`src/rtl/lq_agen_seq.sv`:
```
// Byte-serial EA sequencer: arbitrates two threads and steps one 8-bit carry-select slice LSB byte first.
// Result 9 (64-bit) / 5 (32-bit) cycles after capture; result held in DONE while res_hold, flush aborts.

module lq_agen_loca (
  input  logic [7:0] a_b,
  input  logic [7:0] b_b,
  output logic [7:0] sum_0,
  output logic [7:0] sum_1,
  output logic       g,
  output logic       p
);
  logic [8:0] s;

  assign s     = {1'b0, ~a_b} + {1'b0, ~b_b};
  assign sum_0 = s[7:0];
  assign sum_1 = s[7:0] + 8'd1;
  assign g     = s[8];
  assign p     = (s == 9'h0FF);
endmodule

module lq_agen_seq #(
  parameter int EA_WIDTH = 64
) (
  input  logic                nclk,
  input  logic                rst_b,
  input  logic                t0_req_val,
  input  logic                t1_req_val,
  input  logic [0:EA_WIDTH-1] t0_ra,
  input  logic [0:EA_WIDTH-1] t1_ra,
  input  logic [0:EA_WIDTH-1] t0_rb,
  input  logic [0:EA_WIDTH-1] t1_rb,
  input  logic                t0_cm,
  input  logic                t1_cm,
  output logic                t0_req_ack,
  output logic                t1_req_ack,
  input  logic [1:0]          flush,
  input  logic                res_hold,
  output logic                res_val,
  output logic                res_tid,
  output logic [0:EA_WIDTH-1] res_ea,
  output logic                res_cry,
  output logic                busy
);
  localparam int NB = EA_WIDTH / 8;
  localparam int CW = $clog2(NB);
  localparam int BW = $clog2(EA_WIDTH);

  typedef enum logic [1:0] {IDLE, ADD, DONE} state_e;

  state_e              state_q, state_d;
  logic [CW-1:0]       cnt_q, cnt_d;
  logic                carry_q, carry_d;
  logic [0:EA_WIDTH-1] ra_q, ra_d, rb_q, rb_d;
  logic                cm_q, cm_d, tid_q, tid_d, last_q, last_d;
  logic                ack0_q, ack0_d, ack1_q, ack1_d;
  logic                val_q, val_d, cry_q, cry_d;
  logic [0:EA_WIDTH-1] ea_q, ea_d;

  logic          elig0, elig1, gnt_vld, gnt_tid;
  logic [CW-1:0] byte_j, last_cnt;
  logic [BW-1:0] bidx;
  logic [7:0]    ra_byte, rb_byte, sum_0, sum_1;
  logic          g, p, carry_nxt;

  assign elig0   = t0_req_val & ~flush[0];
  assign elig1   = t1_req_val & ~flush[1];
  assign gnt_vld = elig0 | elig1;
  // Tie goes to the thread not granted last.
  assign gnt_tid = (elig0 & elig1) ? ~last_q : elig1;

  assign byte_j    = CW'(NB - 1) - cnt_q;
  assign bidx      = {byte_j, 3'b000};
  assign last_cnt  = cm_q ? CW'(NB - 1) : CW'(NB / 2 - 1);
  assign ra_byte   = ra_q[bidx +: 8];
  assign rb_byte   = rb_q[bidx +: 8];
  assign carry_nxt = g | (p & carry_q);

  lq_agen_loca u_loca (
    .a_b   (~ra_byte),
    .b_b   (~rb_byte),
    .sum_0 (sum_0),
    .sum_1 (sum_1),
    .g     (g),
    .p     (p)
  );

  always_comb begin
    state_d = state_q;
    cnt_d   = cnt_q;
    carry_d = carry_q;
    ra_d    = ra_q;
    rb_d    = rb_q;
    cm_d    = cm_q;
    tid_d   = tid_q;
    last_d  = last_q;
    ack0_d  = 1'b0;
    ack1_d  = 1'b0;
    val_d   = val_q;
    cry_d   = cry_q;
    ea_d    = ea_q;
    case (state_q)
      IDLE: begin
        if (gnt_vld) begin
          state_d = ADD;
          tid_d   = gnt_tid;
          last_d  = gnt_tid;
          ra_d    = gnt_tid ? t1_ra : t0_ra;
          rb_d    = gnt_tid ? t1_rb : t0_rb;
          cm_d    = gnt_tid ? t1_cm : t0_cm;
          cnt_d   = '0;
          carry_d = 1'b0;
          cry_d   = 1'b0;
          ea_d    = '0;
          ack0_d  = ~gnt_tid;
          ack1_d  = gnt_tid;
        end
      end
      ADD: begin
        if (flush[tid_q]) begin
          state_d = IDLE;
        end else begin
          ea_d[bidx +: 8] = carry_q ? sum_1 : sum_0;
          carry_d         = carry_nxt;
          cnt_d           = cnt_q + CW'(1);
          if (cnt_q == last_cnt) begin
            cry_d   = carry_nxt;
            val_d   = 1'b1;
            state_d = DONE;
          end
        end
      end
      DONE: begin
        if (flush[tid_q] || !res_hold) begin
          val_d   = 1'b0;
          state_d = IDLE;
        end
      end
      default: state_d = IDLE;
    endcase
  end

  always_ff @(posedge nclk or negedge rst_b) begin
    if (!rst_b) begin
      state_q <= IDLE;
      cnt_q   <= '0;
      carry_q <= 1'b0;
      ra_q    <= '0;
      rb_q    <= '0;
      cm_q    <= 1'b0;
      tid_q   <= 1'b0;
      last_q  <= 1'b1;
      ack0_q  <= 1'b0;
      ack1_q  <= 1'b0;
      val_q   <= 1'b0;
      cry_q   <= 1'b0;
      ea_q    <= '0;
    end else begin
      state_q <= state_d;
      cnt_q   <= cnt_d;
      carry_q <= carry_d;
      ra_q    <= ra_d;
      rb_q    <= rb_d;
      cm_q    <= cm_d;
      tid_q   <= tid_d;
      last_q  <= last_d;
      ack0_q  <= ack0_d;
      ack1_q  <= ack1_d;
      val_q   <= val_d;
      cry_q   <= cry_d;
      ea_q    <= ea_d;
    end
  end

  assign t0_req_ack = ack0_q;
  assign t1_req_ack = ack1_q;
  assign res_val    = val_q;
  assign res_tid    = tid_q;
  assign res_ea     = ea_q;
  assign res_cry    = cry_q;
  assign busy       = (state_q != IDLE);
endmodule

```
`config.mk`:
```
export PLATFORM = sky130hd
export DESIGN_NAME = lq_agen_seq
export DESIGN_NICKNAME = d
export VERILOG_FILES = /design/src/rtl/lq_agen_seq.sv
export SDC_FILE = /design/constraint.sdc
export NUM_CORES = 1
export LEC_CHECK = 0
export CAP_MARGIN = 20
export CELL_PAD_IN_SITES_DETAIL_PLACEMENT = 1
export CELL_PAD_IN_SITES_GLOBAL_PLACEMENT = 2
export CORE_MARGIN = 2
export CORE_UTILIZATION = 25
export DETAILED_ROUTE_END_ITERATION = 10
export GPL_TIMING_DRIVEN = 0
export PLACE_DENSITY_LB_ADDON = 0.1
export SLEW_MARGIN = 20
export SYNTH_ARGS = -nofsm -noshare
export SYNTH_HDL_FRONTEND = slang
export SYNTH_SLANG_ARGS = --single-unit
```
`constraint.sdc`:
```
create_clock -name nclk -period 4.1 [get_ports nclk]
set_input_delay 0.615 -clock nclk [delete_from_list [all_inputs] [get_ports nclk]]
set_output_delay 0.615 -clock nclk [all_outputs]
set_load 0.01 [all_outputs]
```
# == Word level (Yosys, flattened, before mapping) ==
# Cells that the tools add are included.
# word_totals
mem_bits_ro,0
n_memories,0
latch_bits,0
regBits,205
ram_bits,0
# classes
eq_ne,9
n_addsub,5
div,0
n_bitwise,15
n_mul,0
reduce_logical,11
magnitude_cmp,1
shifts,4
mux,34
# op_table
operator,n
2-to-1 mux 64 bit,4
indexed part select 64 x 7 -> 65 bit,2
case mux 64 bit (2 select lines),1
"variable shift 65 x 8 -> 64 bit, first input constant",1
indexed part select 65 x 8 -> 64 bit,1
bitwise mux 64 bit,1
NOT 8 bit,4
2-to-1 mux 1 bit,15
adder 8 x 8 -> 9 bit,1
"== test 9 x 8 -> 1 bit, second input constant",1
2-to-1 mux 3 bit,3
"adder 8 x 1 -> 8 bit, second input constant",1
2-to-1 mux 2 bit,4
2-to-1 mux 8 bit,1
"inequality test 2 bit, second input constant",4
negation 7 -> 8 bit,1
AND reduction 4 bit,2
NOT 6 -> 7 bit,1
case mux 1 bit (2 select lines),3
case mux 2 bit (3 select lines),1
case mux 3 bit (2 select lines),1
AND reduction 3 bit,2
nonzero test 2 bit,3
bitwise AND 1 bit,4
13 further kinds,17

# == Depth between registers and ports, before layout ==
# logic_depth
depth_word,12
mapped_depth,13

# == Hierarchy ==
# Synthesis repeated with hierarchy kept, for this count alone.
# hier_totals
hier_cells,807
area_unflattened_um2,10004.6
# by_module_without_submodules
module,instances,seq_area_each_um2,cells_each,area_each_um2
lq_agen_seq,1,5131.2,741,9522.9
lq_agen_loca,1,0.0,66,481.7

# == Least setup slack after synthesis ==
# Ideal clock, no wire load.
# synth_timing
path_type,register -> register
start,register cnt_q[0]
end,"register ea_q, in the netlist res_ea[16]"
path_slack_ns,0.377
period_less_slack_ns,3.723
arrival_time_ns,3.594
stages_incl_launch_ff,14
path_cell_list,dfrtp_1 > buf_2 > buf_2 > mux4_2 > nand2_1 > nand2_1 > ha_1 > fa_1 > a21o_2 > a221oi_2 > xnor2_1 > nand4b_2 > xor2_4 > o21ai_1
# synth_between
elab_chain_len,12
word_cells_on_any_way,17
# synth_lines
element,line_no,rtl
from (decl),51,"logic [CW-1:0] cnt_q, cnt_d;"
from (signal assigned),159,cnt_q <= cnt_d;
subtractor 3 bit *,71,assign byte_j = CW'(NB - 1) - cnt_q;
NOT 6 -> 7 bit *,"74, 75, 122",
indexed part select 64 x 7 -> 65 bit (on tied branches),"74, 75",
NOT 8 bit (on tied branches),"79, 80",
NOT 8 bit,14,"assign s = {1'b0, ~a_b} + {1'b0, ~b_b};"
adder 8 x 8 -> 9 bit,14,
adder 8 x 1 -> 8 bit,16,assign sum_1 = s[7:0] + 8'd1;
2-to-1 mux 8 bit,122,ea_d[bidx +: 8] = carry_q ? sum_1 : sum_0;
indexed part select 65 x 8 -> 64 bit,122,
bitwise mux 64 bit *,122,
2-to-1 mux 64 bit *,119,if (flush[tid_q]) begin
case mux 64 bit (2 select lines) *,101,case (state_q)
to (signal assigned),156,ea_q <= '0;
to (signal assigned),170,ea_q <= ea_d;
to (decl),57,"logic [0:EA_WIDTH-1] ea_q, ea_d;"
# Mark *: on every way between the ends. The rest lies on a longest branch, timed or not. The select of a mux whose other input is x is not followed.
# A chain may end at the register's enable or synchronous reset.

# == Final worst setup path ==
# layout_timing
start,register cnt_q[1]
end,"register ea_q, in the netlist res_ea[18]"
# The elaborated chain is that of the path after synthesis.

==> impl_metrics.json <==
{
  "outcome": "complete, no violations",
  "crit_chain": "buf_2 -> buf_4 -> mux4_2 -> nand2_1 -> nand2_1 -> ha_1 -> fa_1 -> xor2_1 -> and4_1 -> nand2_1 -> xnor2_4 -> o21ai_0",
  "globalRouteMet2Util_pct": 36.7,
  "edff_count_synth": 0,
  "core_um2": 38500,
  "clkSinkCount": 205,
  "placement.cell_area_um2": 13700,
  "route.detailed.drc": 0,
  "required_time_worst_endpoint_ns": 4.50,
  "area_growth_from_synthesis_to_layout_pct": 51.4,
  "synthesis.instances": 868,
  "drt_pass1_iterations": 8,
  "grt_util_met3_pct": 4.71,
  "clk_transition_reported_paths_ns": 0.06,
  "detail_route.iter0.violations": 796,
  "port_buffers": 334,
  "maximum_number_of_pins_on_one_net_before_global_route_repair": 85,
  "period_minus_slack_ns": 3.87,
  "floorplan.initialDensity_pct": 25.2,
  "finalCoreUtilization_pct": 38.1,
  "number_of_antenna_violations_at_the_first_check_in_global_routing": 10,
  "height_of_the_chip_um": 201,
  "grt_pass1_wl_mm": 61.2,
  "groute.layer.met1.usage_pct": 23.8,
  "routed-via-count": 8785,
  "grt_use_total_pct": 20.1,
  "die_area_um2": 40300,
  "vias_in_the_first_global_route": 9478,
  "ys.warnings.count": 0,
  "worst_ir_drop_vdd_uv": 533,
  "post_cts_hold_buffer_count": 0,
  "avg_inst_size_synth_um2": 11.2,
  "critPathMaxStageDelay_ns": 0.49,
  "antenna_left": 0,
  "floorplan.io_pins": 335,
  "clock_path_buffers": 3,
  "synth.yosys.seq_area_share_pct": 53.0,
  "clock_tree.root_cell": "sky130_fd_sc_hd__clkbuf_16",
  "worst_slew_margin_rel_pct": 35.7,
  "cts_tree": "yes",
  "post_drt_via_cell_ratio": 4.96,
  "crit_path_frequent_cell": "sky130_fd_sc_hd__nand2_1",
  "finish.net_count": 1516,
  "synth.ff_latch_count": 205,
  "timing.critical_path.arrival_ns": 4.27,
  "synth_fp_nets": 1149,
  "critical_path.slowest_cell": "sky130_fd_sc_hd__fa_1",
  "synth_area_um2": 9690,
  "gr-total-overflow": 0,
  "clkLatencyLatePin_ns": 0.54,
  "setup_viol": 0,
  "cellLeakagePower_uw": 0.00673,
  "worstMarginPinSlew_ns": 0.957,
  "synthDistinctLibCells": 55,
  "ys_async_sr_fraction_pct": 100,
  "timing.critical_path.to_type": "flip-flop",
  "critical_path.n_buffers_inverters": 2,
  "worst_clock_skew_ns": 0.0137,
  "crit_family": "adder cells",
  "cts_buffers": 25,
  "worstPathMaxFanout": 10,
  "routed_wire_length_per_instance_um": 23.4,
  "timing_hold_violations_final": 0,
  "p_per_area_nw_per_um2": 821,
  "die_w_um": 201,
  "layout-drive-gt1-share_pct": 9.46,
  "gp_routability_congestion": 0.795,
  "cts_max_level": 1,
  "worstSetupStartpointType": "flip-flop",
  "max_capacitance_violation_count": 0,
  "dp_hpwl_mm": 31.3,
  "finish.instance_area_um2": 14700,
  "fmaxAchievable_mhz": 258,
  "grt.busiest_layer": "met2",
  "crit_type": "flip-flop to flip-flop",
  "report.final.slew_viol_count": 0,
  "count_of_standard_cell_rows": 72,
  "most-common-layout-cells": "sky130_fd_sc_hd__clkdlybuf4s50_1, sky130_fd_sc_hd__dfrtp_1, sky130_fd_sc_hd__inv_1",
  "mostFrequentLayoutCell": "sky130_fd_sc_hd__clkdlybuf4s50_1",
  "hold_ws_ns": 0.0335,
  "unrepaired_setup_endpoints_after_global_routing": "no",
  "detail_route.wirelength_mm": 41.4,
  "timing.final.crit_share_pct": 94.5,
  "worst_hold_path_type": "input pin to asynchronous set/reset pin",
  "synth_ff_type": "sky130_fd_sc_hd__dfrtp_1"
}
## worst register-to-register path, cell delays in order (launching register included)
cell and delay (ns):
sky130_fd_sc_hd__dfrtp_1 0.39, sky130_fd_sc_hd__buf_2 0.30, sky130_fd_sc_hd__buf_4 0.32, sky130_fd_sc_hd__mux4_2 0.37, sky130_fd_sc_hd__nand2_1 0.10, sky130_fd_sc_hd__nand2_1 0.09, sky130_fd_sc_hd__ha_1 0.26, sky130_fd_sc_hd__fa_1 0.49
sky130_fd_sc_hd__xor2_1 0.32, sky130_fd_sc_hd__and4_1 0.35, sky130_fd_sc_hd__nand2_1 0.17, sky130_fd_sc_hd__xnor2_4 0.40, sky130_fd_sc_hd__o21ai_0 0.17
## power by group
group / leakage (uW) / switching (uW) / internal (uW)
clock network: 0.000364 / 893 / 1200
logic: 0.00372 / 3810 / 2950
registers: 0.00264 / 469 / 2730
## sequential cells by signal, indices dropped and copies added (netlist names)
register,cells
ra_q,64
rb_q,64
res_ea,64
cnt_q,3
state_q,2
carry_q,1
cm_q,1
last_q,1
res_cry,1
res_tid,1
res_val,1
t0_req_ack,1
t1_req_ack,1
## path summary, 6_finish.rpt
| path | startpoint | endpoint | slack, ns | cells past startpoint |
|---|---|---|---|---|
| setup reg to reg | cnt_q[1] | res_ea[18] | 0.23 | 12 |
| hold / removal | rst_b | res_ea[31] | 0.03 | 1 |
| min in group nclk | res_ea[34] | res_ea[34] | 0.47 | 2 |
| hold reg to reg | res_ea[34] | res_ea[34] | 0.47 | 2 |
| setup / recovery | cnt_q[1] | res_ea[18] | 0.23 | 12 |
| max in group asynchronous | rst_b | rb_q[44] | 3.23 | 2 |
## logic make-up (layout without fill, tap and decap cells)
family / Yosys count / count (layout) / share of synthesized area (%)
other: 0 / 4 / 0
adder cells (fa/ha/maj): 16 / 16 / 2.14
AND/OR/NAND/NOR: 176 / 176 / 8.23
AO/OA/AOI/OAI: 233 / 233 / 20.1
multiplexers: 34 / 34 / 7.64
XOR/XNOR: 10 / 10 / 1.18
flip-flops: 205 / 205 / 53.0
buffers and inverters: 194 / 574 / 7.79
## what timing repair did
| action | CTS | global route |
|---|---|---|
| gates resized for setup | 16 | 9 |
| endpoints found under the setup margin | 58 | 49 |
| buffers inserted | 1 | 4 |
| pin swaps | 3 | 3 |
| gates cloned | 0 | 0 |
## cells in the mapped netlist, types with 3 or more instances
master | count | area share [%]
sky130_fd_sc_hd__o21ai_1 | 19 | 0.98
sky130_fd_sc_hd__buf_1 | 5 | 0.19
sky130_fd_sc_hd__and3_2 | 4 | 0.31
sky130_fd_sc_hd__nand3_1 | 8 | 0.41
sky130_fd_sc_hd__clkbuf_1 | 41 | 1.6
sky130_fd_sc_hd__a222oi_1 | 129 | 13
sky130_fd_sc_hd__inv_1 | 136 | 5.3
sky130_fd_sc_hd__nor2b_1 | 6 | 0.39
sky130_fd_sc_hd__and2_1 | 3 | 0.19
sky130_fd_sc_hd__dfrtp_1 | 204 | 53
sky130_fd_sc_hd__nor2_1 | 6 | 0.23
sky130_fd_sc_hd__ha_1 | 15 | 1.9
sky130_fd_sc_hd__nand2b_1 | 3 | 0.19
sky130_fd_sc_hd__mux4_2 | 32 | 7.4
sky130_fd_sc_hd__o21ai_0 | 55 | 2.8
sky130_fd_sc_hd__a21o_1 | 9 | 0.70
sky130_fd_sc_hd__a21oi_1 | 4 | 0.21
sky130_fd_sc_hd__buf_2 | 10 | 0.52
sky130_fd_sc_hd__xnor2_1 | 6 | 0.54
sky130_fd_sc_hd__nand2_1 | 129 | 5.0
## layout make-up
cell class	instances	area, um2
diodes	4	10.0
repair buffers	341	3480
flip-flops and latches	205	5130
multi-input cells	469	3880
fillers	4268	23800
clock inverters	3	15.0
clock buffers	37	721
inverters	136	510
plain buffers	57	274
well taps	518	648
## layer usage
layer / vias to the layer above / wire, um
li1: 3975 / -
met1: 4469 / 16400
met2: 274 / 21400
met3: 55 / 2650
met4: 12 / 826
met5: - / 88
## per-stage QoR
step	setup TNS, ns	total power (uW)	std cells	setup slack, ns
finish	0	12000	1770	0.227
global route	0	12800	1769	0.00223
CTS	0	11800	1763	0.00134
detailed placement	-47.12	9240	1722	-1.23
global placement	-1510.55	9110	1720	-7.17
floorplan	0	6760	868	0.377
No activity file was read; power rests on OpenSTA's default activity.
